File: config.mk
export PLATFORM = sky130hd
export DESIGN_NAME = dmem_lsu
export DESIGN_NICKNAME = d
export VERILOG_FILES = /design/src/rtl/dmem_pkg.sv /design/src/rtl/store_fifo.sv /design/src/rtl/dmem_lsu.sv
export SDC_FILE = /design/constraint.sdc
export NUM_CORES = 1
export LEC_CHECK = 0
export CAP_MARGIN = 40
export CORE_MARGIN = 8
export CORE_UTILIZATION = 45
export DETAILED_ROUTE_END_ITERATION = 10
export GPL_TIMING_DRIVEN = 0
export MAX_ROUTING_LAYER = met4
export PLACE_DENSITY = 0.66
export SYNTH_ARGS = -nofsm -noshare
export SYNTH_HDL_FRONTEND = slang
export SYNTH_HIERARCHICAL = 1
export SYNTH_SLANG_ARGS = --single-unit
export TNS_END_PERCENT = 30
File: constraint.sdc
create_clock -name CLK -period 9.8 [get_ports CLK]
set_clock_uncertainty 0.2 [all_clocks]
set_input_delay 1.96 -clock CLK [delete_from_list [all_inputs] [get_ports CLK]]
set_output_delay 1.96 -clock CLK [all_outputs]
set_load 0.01 [all_outputs]
File: src/rtl/dmem_pkg.sv
// Shared types for the data-memory load/store initiator.
// Latency: n/a (types and constants only).
// Backpressure: n/a.
// Contents: FSM state enum, store-buffer entry struct, default buffer depth.
package dmem_pkg;

  // Default store-buffer depth; must be a power of two in 2..8.
  localparam int DMEM_DEPTH = 4;

  typedef enum logic {
    IDLE  = 1'b0,
    FENCE = 1'b1
  } lsu_state_t;

  // One buffered store: word address (byte address bits [31:2]) and data.
  typedef struct packed {
    logic [29:0] tag;
    logic [31:0] data;
  } sb_entry_t;

endpackage

File: src/rtl/store_fifo.sv
// In-order circular store buffer with a parallel word-address lookup.
// Latency: push visible in count/head one edge later; lookup is combinational.
// Backpressure: none internally; the caller must not push when full or pop when empty.
// Ports:
//   CLK, RSTB         clock, synchronous active-low reset (clears pointers/count)
//   push, push_entry  enqueue at the tail
//   pop               dequeue the head
//   count             occupied entries (0..DEPTH)
//   head_entry        oldest entry
//   lookup_tag        word address to search for
//   hit, hit_data     any valid entry matches; data of the youngest match
module store_fifo
  import dmem_pkg::*;
#(
  parameter  int DEPTH = DMEM_DEPTH,
  localparam int PW    = $clog2(DEPTH),
  localparam int CW    = PW + 1
) (
  input  logic            CLK,
  input  logic            RSTB,
  input  logic            push,
  input  sb_entry_t       push_entry,
  input  logic            pop,
  output logic [CW-1:0]   count,
  output sb_entry_t       head_entry,
  input  logic [29:0]     lookup_tag,
  output logic            hit,
  output logic [31:0]     hit_data
);

  sb_entry_t     mem [DEPTH];
  logic [PW-1:0] head;
  logic [PW-1:0] tail;
  logic [PW-1:0] idx;

  // Pointers are exactly PW bits wide, so increments wrap modulo DEPTH.
  // Full/empty come from count, never from pointer equality.
  always_ff @(posedge CLK) begin
    if (!RSTB) begin
      head  <= '0;
      tail  <= '0;
      count <= '0;
    end else begin
      if (push) begin
        mem[tail] <= push_entry;
        tail      <= tail + PW'(1);
      end
      if (pop) begin
        head <= head + PW'(1);
      end
      count <= count + CW'(push) - CW'(pop);
    end
  end

  assign head_entry = mem[head];

  // Walk oldest to youngest so a later match overwrites an earlier one:
  // the surviving hit_data belongs to the youngest matching store.
  always_comb begin
    hit      = 1'b0;
    hit_data = '0;
    idx      = '0;
    for (int i = 0; i < DEPTH; i++) begin
      idx = head + PW'(i);
      if ((CW'(i) < count) && (mem[idx].tag == lookup_tag)) begin
        hit      = 1'b1;
        hit_data = mem[idx].data;
      end
    end
  end

endmodule

File: src/rtl/dmem_lsu.sv
// Per-core load/store initiator for one data-memory port, with store buffer and fence.
// Latency: load data 1 cycle after accept; stores reach memory >=1 cycle after accept.
// Backpressure: ReqReady low while fencing, SyncReq high, buffer full, or (no forwarding) a load hits the buffer.
// Build option: define DMEM_FWD_EN to forward buffered store data to loads instead of stalling them.
// Ports:
//   CLK, RSTB                    clock, synchronous active-low reset
//   ReqValid/ReqReady            request handshake; ReqWrite=1 store, 0 load
//   ReqAddr, ReqWData            byte address (word access), store data
//   RespValid, RespData          one-cycle load-data pulse and its data
//   SyncReq, SyncDone            fence request level, completion pulse
//   BufCount                     occupied store-buffer entries
//   MemAddr, MemWE, MemWData     memory port drive
//   MemRData                     combinational read data for MemAddr
module dmem_lsu
  import dmem_pkg::*;
#(
  parameter int DEPTH = DMEM_DEPTH
) (
  input  logic                     CLK,
  input  logic                     RSTB,
  input  logic                     ReqValid,
  output logic                     ReqReady,
  input  logic                     ReqWrite,
  input  logic [31:0]              ReqAddr,
  input  logic [31:0]              ReqWData,
  output logic                     RespValid,
  output logic [31:0]              RespData,
  input  logic                     SyncReq,
  output logic                     SyncDone,
  output logic [$clog2(DEPTH):0]   BufCount,
  output logic [31:0]              MemAddr,
  output logic                     MemWE,
  output logic [31:0]              MemWData,
  input  logic [31:0]              MemRData
);

  localparam int CW = $clog2(DEPTH) + 1;

  lsu_state_t    state;
  logic [CW-1:0] count;
  sb_entry_t     head_entry;
  sb_entry_t     new_entry;
  logic          hit;
  logic [31:0]   hit_data;
  logic          fwd_stall;
  logic          load_acc;
  logic          store_acc;
  logic          drain;
  logic          unused_bits;

`ifdef DMEM_FWD_EN
  assign fwd_stall   = 1'b0;
  assign unused_bits = ^ReqAddr[1:0];
`else
  // Without forwarding, a load to a buffered word waits for the drain.
  assign fwd_stall   = ReqValid && !ReqWrite && hit;
  assign unused_bits = ^{ReqAddr[1:0], hit_data};
`endif

  assign ReqReady  = (state == IDLE) && !SyncReq && (count < CW'(DEPTH)) && !fwd_stall;
  // Gating with RSTB keeps the reset cycle free of memory writes and buffer updates.
  assign load_acc  = RSTB && ReqValid && ReqReady && !ReqWrite;
  assign store_acc = RSTB && ReqValid && ReqReady && ReqWrite;
  // Loads own the port; the drain takes every other cycle with data waiting.
  assign drain     = RSTB && !load_acc && (count != '0);
  assign new_entry = {ReqAddr[31:2], ReqWData};
  assign BufCount  = count;

  store_fifo #(.DEPTH(DEPTH)) u_store_fifo (
    .CLK        (CLK),
    .RSTB       (RSTB),
    .push       (store_acc),
    .push_entry (new_entry),
    .pop        (drain),
    .count      (count),
    .head_entry (head_entry),
    .lookup_tag (ReqAddr[31:2]),
    .hit        (hit),
    .hit_data   (hit_data)
  );

  // Memory port mux: load read, else head drain, else parked at zero.
  always_comb begin
    MemAddr  = '0;
    MemWE    = 1'b0;
    MemWData = '0;
    if (load_acc) begin
      MemAddr = {ReqAddr[31:2], 2'b00};
    end else if (drain) begin
      MemWE    = 1'b1;
      MemAddr  = {head_entry.tag, 2'b00};
      MemWData = head_entry.data;
    end
  end

  always_ff @(posedge CLK) begin
    if (!RSTB) begin
      state     <= IDLE;
      RespValid <= 1'b0;
      RespData  <= '0;
      SyncDone  <= 1'b0;
    end else begin
      RespValid <= load_acc;
      if (load_acc) begin
`ifdef DMEM_FWD_EN
        RespData <= hit ? hit_data : MemRData;
`else
        RespData <= MemRData;
`endif
      end
      SyncDone <= 1'b0;
      case (state)
        IDLE: begin
          if (SyncReq) state <= FENCE;
        end
        FENCE: begin
          // Done once the last entry is gone or leaves at this edge.
          if ((count == '0) || ((count == CW'(1)) && drain)) begin
            state    <= IDLE;
            SyncDone <= 1'b1;
          end
        end
        default: state <= IDLE;
      endcase
    end
  end

endmodule
# == Word level (Yosys, flattened, before mapping) ==
# Memory sizes are Yosys's and may differ from the RTL's. A register that Yosys moved wholly into a read port is not among the register bits.
# Cells that the tools add are included.
# totals
ramBits,248
inputBits,101
out_inout_bits,103
ff_bits,42
elab_cells,68
n_memories,1
# op_classes
reduce_logical,24
magnitude_cmp,5
bitwise,1
add_sub_neg,6
n_mux,19
eq_ne,5
# memory_table
name,words,width,read_ports,rd_ports_with_merged_regs,write_ports,line_no,text
u_store_fifo.mem,4,62,4,1,1,store_fifo.sv:31,sb_entry_t mem [DEPTH];
# op_table
cell,n
32-bit 2-to-1 mux,4
30-bit == test,4
1-bit logical AND,16
1-bit 2-to-1 mux,12
"1-bit by 3-bit < comparator with 1-bit output, first input constant",2
"2-bit by 3-bit < comparator with 1-bit output, first input constant",2
"2-bit by 1-bit adder with 2-bit output, second input constant",2
"2-bit adder, second input constant",2
1-bit zero test,4
2-bit 2-to-1 mux,2
3-bit by 1-bit adder with 3-bit output,1
"3-bit by 1-bit == test with 1-bit output, second input constant",1
3-bit zero test,1
"3-bit < comparator, second input constant",1
3-bit nonzero test,1
3-bit by 1-bit subtractor with 3-bit output,1
1-bit case mux with 2 select lines,1
2-bit AND reduction,1
1-bit logical OR,1
1-bit NOT,1

# == Longest topological paths before layout ==
# An unclocked memory read counts as a cell.
# logic_depth
ltp_word,19
mapped_depth,24
mapped_depth_nobuf,17

# == By module ==
# Netlist, hierarchy kept.
# by_module_without_submodules
module,seq_area_each_um2,cells_per_inst,area_per_inst_um2,instances
store_fifo,7627.3,1201,16889.9,1
dmem_lsu,700.7,293,2255.9,1

# == Worst setup path before layout ==
# OpenSTA, ideal clock, no wires.
# synth_timing
path_kind,input to output
startpoint,input ReqAddr[9]
endpoint,output MemAddr[10]
arrival_time_ps,4504
stages,11
t_required_ps,7640
slack_ps,3136
cell_sequence,clkbuf_1 o22ai_1 or4_1 a2111oi_2 nand2_1 o22ai_4 or3_1 nor3b_2 nand2_2 buf_6 mux2i_1
# synth_via
elab_chain_len,16
# synth_rtl
item,line_no,text
start: declaration,dmem_lsu.sv:24,"input logic [31:0] ReqAddr,"
30-bit == test,store_fifo.sv:65,if ((CW'(i) < count) && (mem[idx].tag == lookup_tag)) begin
1-bit logical AND,store_fifo.sv:65,
1-bit 2-to-1 mux (3 in series),store_fifo.sv:65,
1-bit 2-to-1 mux *,store_fifo.sv:65,
net hit,dmem_lsu.sv:43,logic hit;
1-bit logical AND *,dmem_lsu.sv:56,assign fwd_stall = ReqValid && !ReqWrite && hit;
1-bit zero test *,dmem_lsu.sv:60,assign ReqReady = (state == IDLE) && !SyncReq && (count < CW'(DEPTH)) && !fwd_stall;
1-bit logical AND *,dmem_lsu.sv:60,
1-bit logical AND * (2 in series),dmem_lsu.sv:62,assign load_acc = RSTB && ReqValid && ReqReady && !ReqWrite;
1-bit zero test,dmem_lsu.sv:65,assign drain = RSTB && !load_acc && (count != '0);
1-bit logical AND (2 in series),dmem_lsu.sv:65,
32-bit 2-to-1 mux,dmem_lsu.sv:89,end else if (drain) begin
32-bit 2-to-1 mux *,dmem_lsu.sv:87,if (load_acc) begin
end: declaration,dmem_lsu.sv:31,"output logic [31:0] MemAddr,"
# Mark *: on every way through the listed nets, which the timed path passes. The rest lies on a longest branch.

# == Final worst setup path ==
# layout_timing
startpoint,input ReqAddr[24]
endpoint,output MemAddr[21]
# Same word-level chain as after synthesis.

==> key figures <==
GRT
  • Initial antenna violation count: 1
  • Global-route wire length before repair: between 70,000 and 80,000 um
  • Vias in the first global route: ~11,000
  • GRT overflow: 0
  • Pin count of the biggest net entering global routing: 46
  • Total GRT Usage: 0.2435

Drt
  • Initial drt markers: ~670
  • Final ANT Viol Nets: 0
  • Drt wl/cell: ~27 um
  • Via density: roughly 5.8
  • Vias: approximately 10,000
  • DR pass1 iterations: 5
  • Drt total wl: between 40,000 and 50,000 um
  • Drt drc: 0

Power and ir drop
  • Switching Share: 0.3232
  • Int Pwr: between 0.002 and 0.003 W
  • PwrDens: around 220 mW/mm^2
  • Seq pwr share: 0.333
  • Comb pwr share: 0.384
  • Peak VDD IR: between 0.15 and 0.2 mV
  • Switching pwr: 0.001350 W
  • Final total power: 0.004178 W
  • LEAKAGE: 6.592 nW
  • Clock share of power: 0.283

Layout
  • Most common cell after layout, fill and taps aside: edfxtp_1
  • Util after Layout: 0.5661
  • Most frequent cells in the layout: edfxtp_1 (248), clkdlybuf4s50_1 (199), nand2_1 (140)
  • NumNets Final: 1,445
  • Layout cell share with drive strength beyond 1: 0.1681
  • Layout area overhead: 24.55%

Setup path
  • Crit. End Element: output pin
  • Worst setup SP type: input pin
  • Crit-path cells: clkdlybuf4s50_1 -> buf_1 -> xnor2_1 -> mux2i_1 -> nand4_1 -> nor4_1 -> and2_1 -> clkbuf_1 -> or3_1 -> nor3b_2 -> nand2_2 -> buf_6 -> mux2i_1 -> clkdlybuf4s50_1
  • Slowest cell on the critical path: nor4_1
  • Worst Path Required: 7.64 ns
  • Reg2Reg Depth: 21
  • Setup CP Type: in -> out
  • RR Endpoint: u_store_fifo/count[2]
  • R2R Setup Slk: 3.94 ns
  • Worst path max stage delay: roughly 0.63 ns
  • CP max FO: 10
  • Critical path arrival: around 6.6 ns

Worst hold path
  • Hold Startpoint: RespData[3]
  • HP Class: reg -> reg
  • Hold depth: 2
  • Hold Path End: RespData[3]

Placement
  • Port Buf Inserts: 199
  • Hpwl dp: ~36,000 um
  • GP Congestion: ~0.99

STA
  • Max-slew violations: 0
  • Period utilization: 0.8894
  • Fmax: ~0.11 GHz
  • Final min period: 8.716 ns
  • Count of final setup violators: 0
  • RSZ-0062 raised after global routing: no
  • Final Hold Viols: 0
  • Worst slew pin tran: 0.8415 ns
  • Max_slew headroom: 0.4390
  • Final setup TNS: 0 ns

Job
  • MaxCap Viol Count: 0

Floorplan
  • Die area: a little over 0.04 mm^2
  • Die Y-Extent: 202.1 um
  • Core box area: between 0.03 and 0.04 mm^2
  • FP Rows: 68
  • Starting Density: 0.4545
  • Die width: 202.1 um
  • Ports: 204

Yosys
  • Mapped cell area: 0.01558 mm^2
  • Post-Syn Instances: ~1,100
  • Syn Area/Cell: approximately 14 um^2
  • Ys Warns: 6

Clocking
  • Post-cts sizing count: 0
  • CTS tree: built
  • H-tree Lvls: 2
  • Hold_buf cts: 0
  • Clock Path Buffers: 3
  • Num Clock Sinks: just under 300
  • Clock-pin slew on the worst setup and hold paths: around 0.05 ns
  • Root Buffer: clkbuf_16
  • CTS buffer count: 34
  • Postcts setup bufs: 0
  • Clk Latency, worst-skew pair: 0.52 ns

Outcome
  • Status: finished clean
## power by group through the flow
stage               clock network, W  logic (W)  registers [W]
floorplan                          0   0.000983        0.00141
global placement                   0    0.00158        0.00141
detailed placement                 0    0.00160        0.00141
CTS                          0.00121    0.00162        0.00139
global route                 0.00125    0.00170        0.00139
finish                       0.00118    0.00161        0.00139
## flip-flops by register name, indices dropped and copies added, names as in the netlist, named ones only
signal              count
u_store_fifo/mem      248
RespData               32
u_store_fifo/count      3
u_store_fifo/head       2
u_store_fifo/tail       2
RespValid               1
SyncDone                1
state                   1
## cell type report
| type | instances | area (um^2) |
|---|---|---|
| Timing Repair Buffer | 210 | 2196 |
| Buffer | 88 | 534.3 |
| Inverter | 15 | 56.30 |
| Sequential cell | 292 | 8328 |
| Clock inverter | 16 | 157.7 |
| Fill cell | 2814 | 14880 |
| Antenna cell | 1 | 2.502 |
| Tap cell | 455 | 569.3 |
| Multi-Input combinational cell | 694 | 6690 |
| Clock buffer | 41 | 877.1 |
## how the worst max path moves through the flow
| stage | from | end | cells after the start |
|---|---|---|---|
| floorplan | ReqAddr[9] | MemAddr[10] | 11 |
| global placement | ReqAddr[24] | MemAddr[21] | 14 |
| detailed placement | ReqAddr[24] | MemAddr[21] | 14 |
| CTS | ReqAddr[24] | MemAddr[21] | 14 |
| global route | ReqAddr[24] | MemAddr[21] | 14 |
| finish | ReqAddr[24] | MemAddr[21] | 14 |
## metal layers
metal | up-vias | wire, um | share of wire | track usage
li1 | 4657 | - | - | -
met2 | 410 | 23910 | 0.49 | 0.3926
met4 | 0 | 1481 | 0.030 | 0.07278
met1 | 5349 | 20290 | 0.41 | 0.3087
met5 | - | 0 | 0 | -
met3 | 78 | 3371 | 0.069 | 0.05011
## through the flow
stage               instance area, um^2  worst slack, ns  hold slack (ns)  instances
floorplan                         15590            3.317           0.2718       1089
global placement                  18150            1.134           0.2447       1743
detailed placement                18370            1.221           0.2535       1754
CTS                               19410            1.206           0.2612       1811
global route                      19410           0.9390           0.2838       1812
finish                            19410            1.084           0.2594       1812
## critical path, delay by kind of cell
family | cells | cell delay [ns]
xor+xnor | 1 | 0.15
buf+inv | 5 | 2.07
mux | 2 | 0.79
simple gates | 6 | 1.57
(Power assumes the default switching activity.)
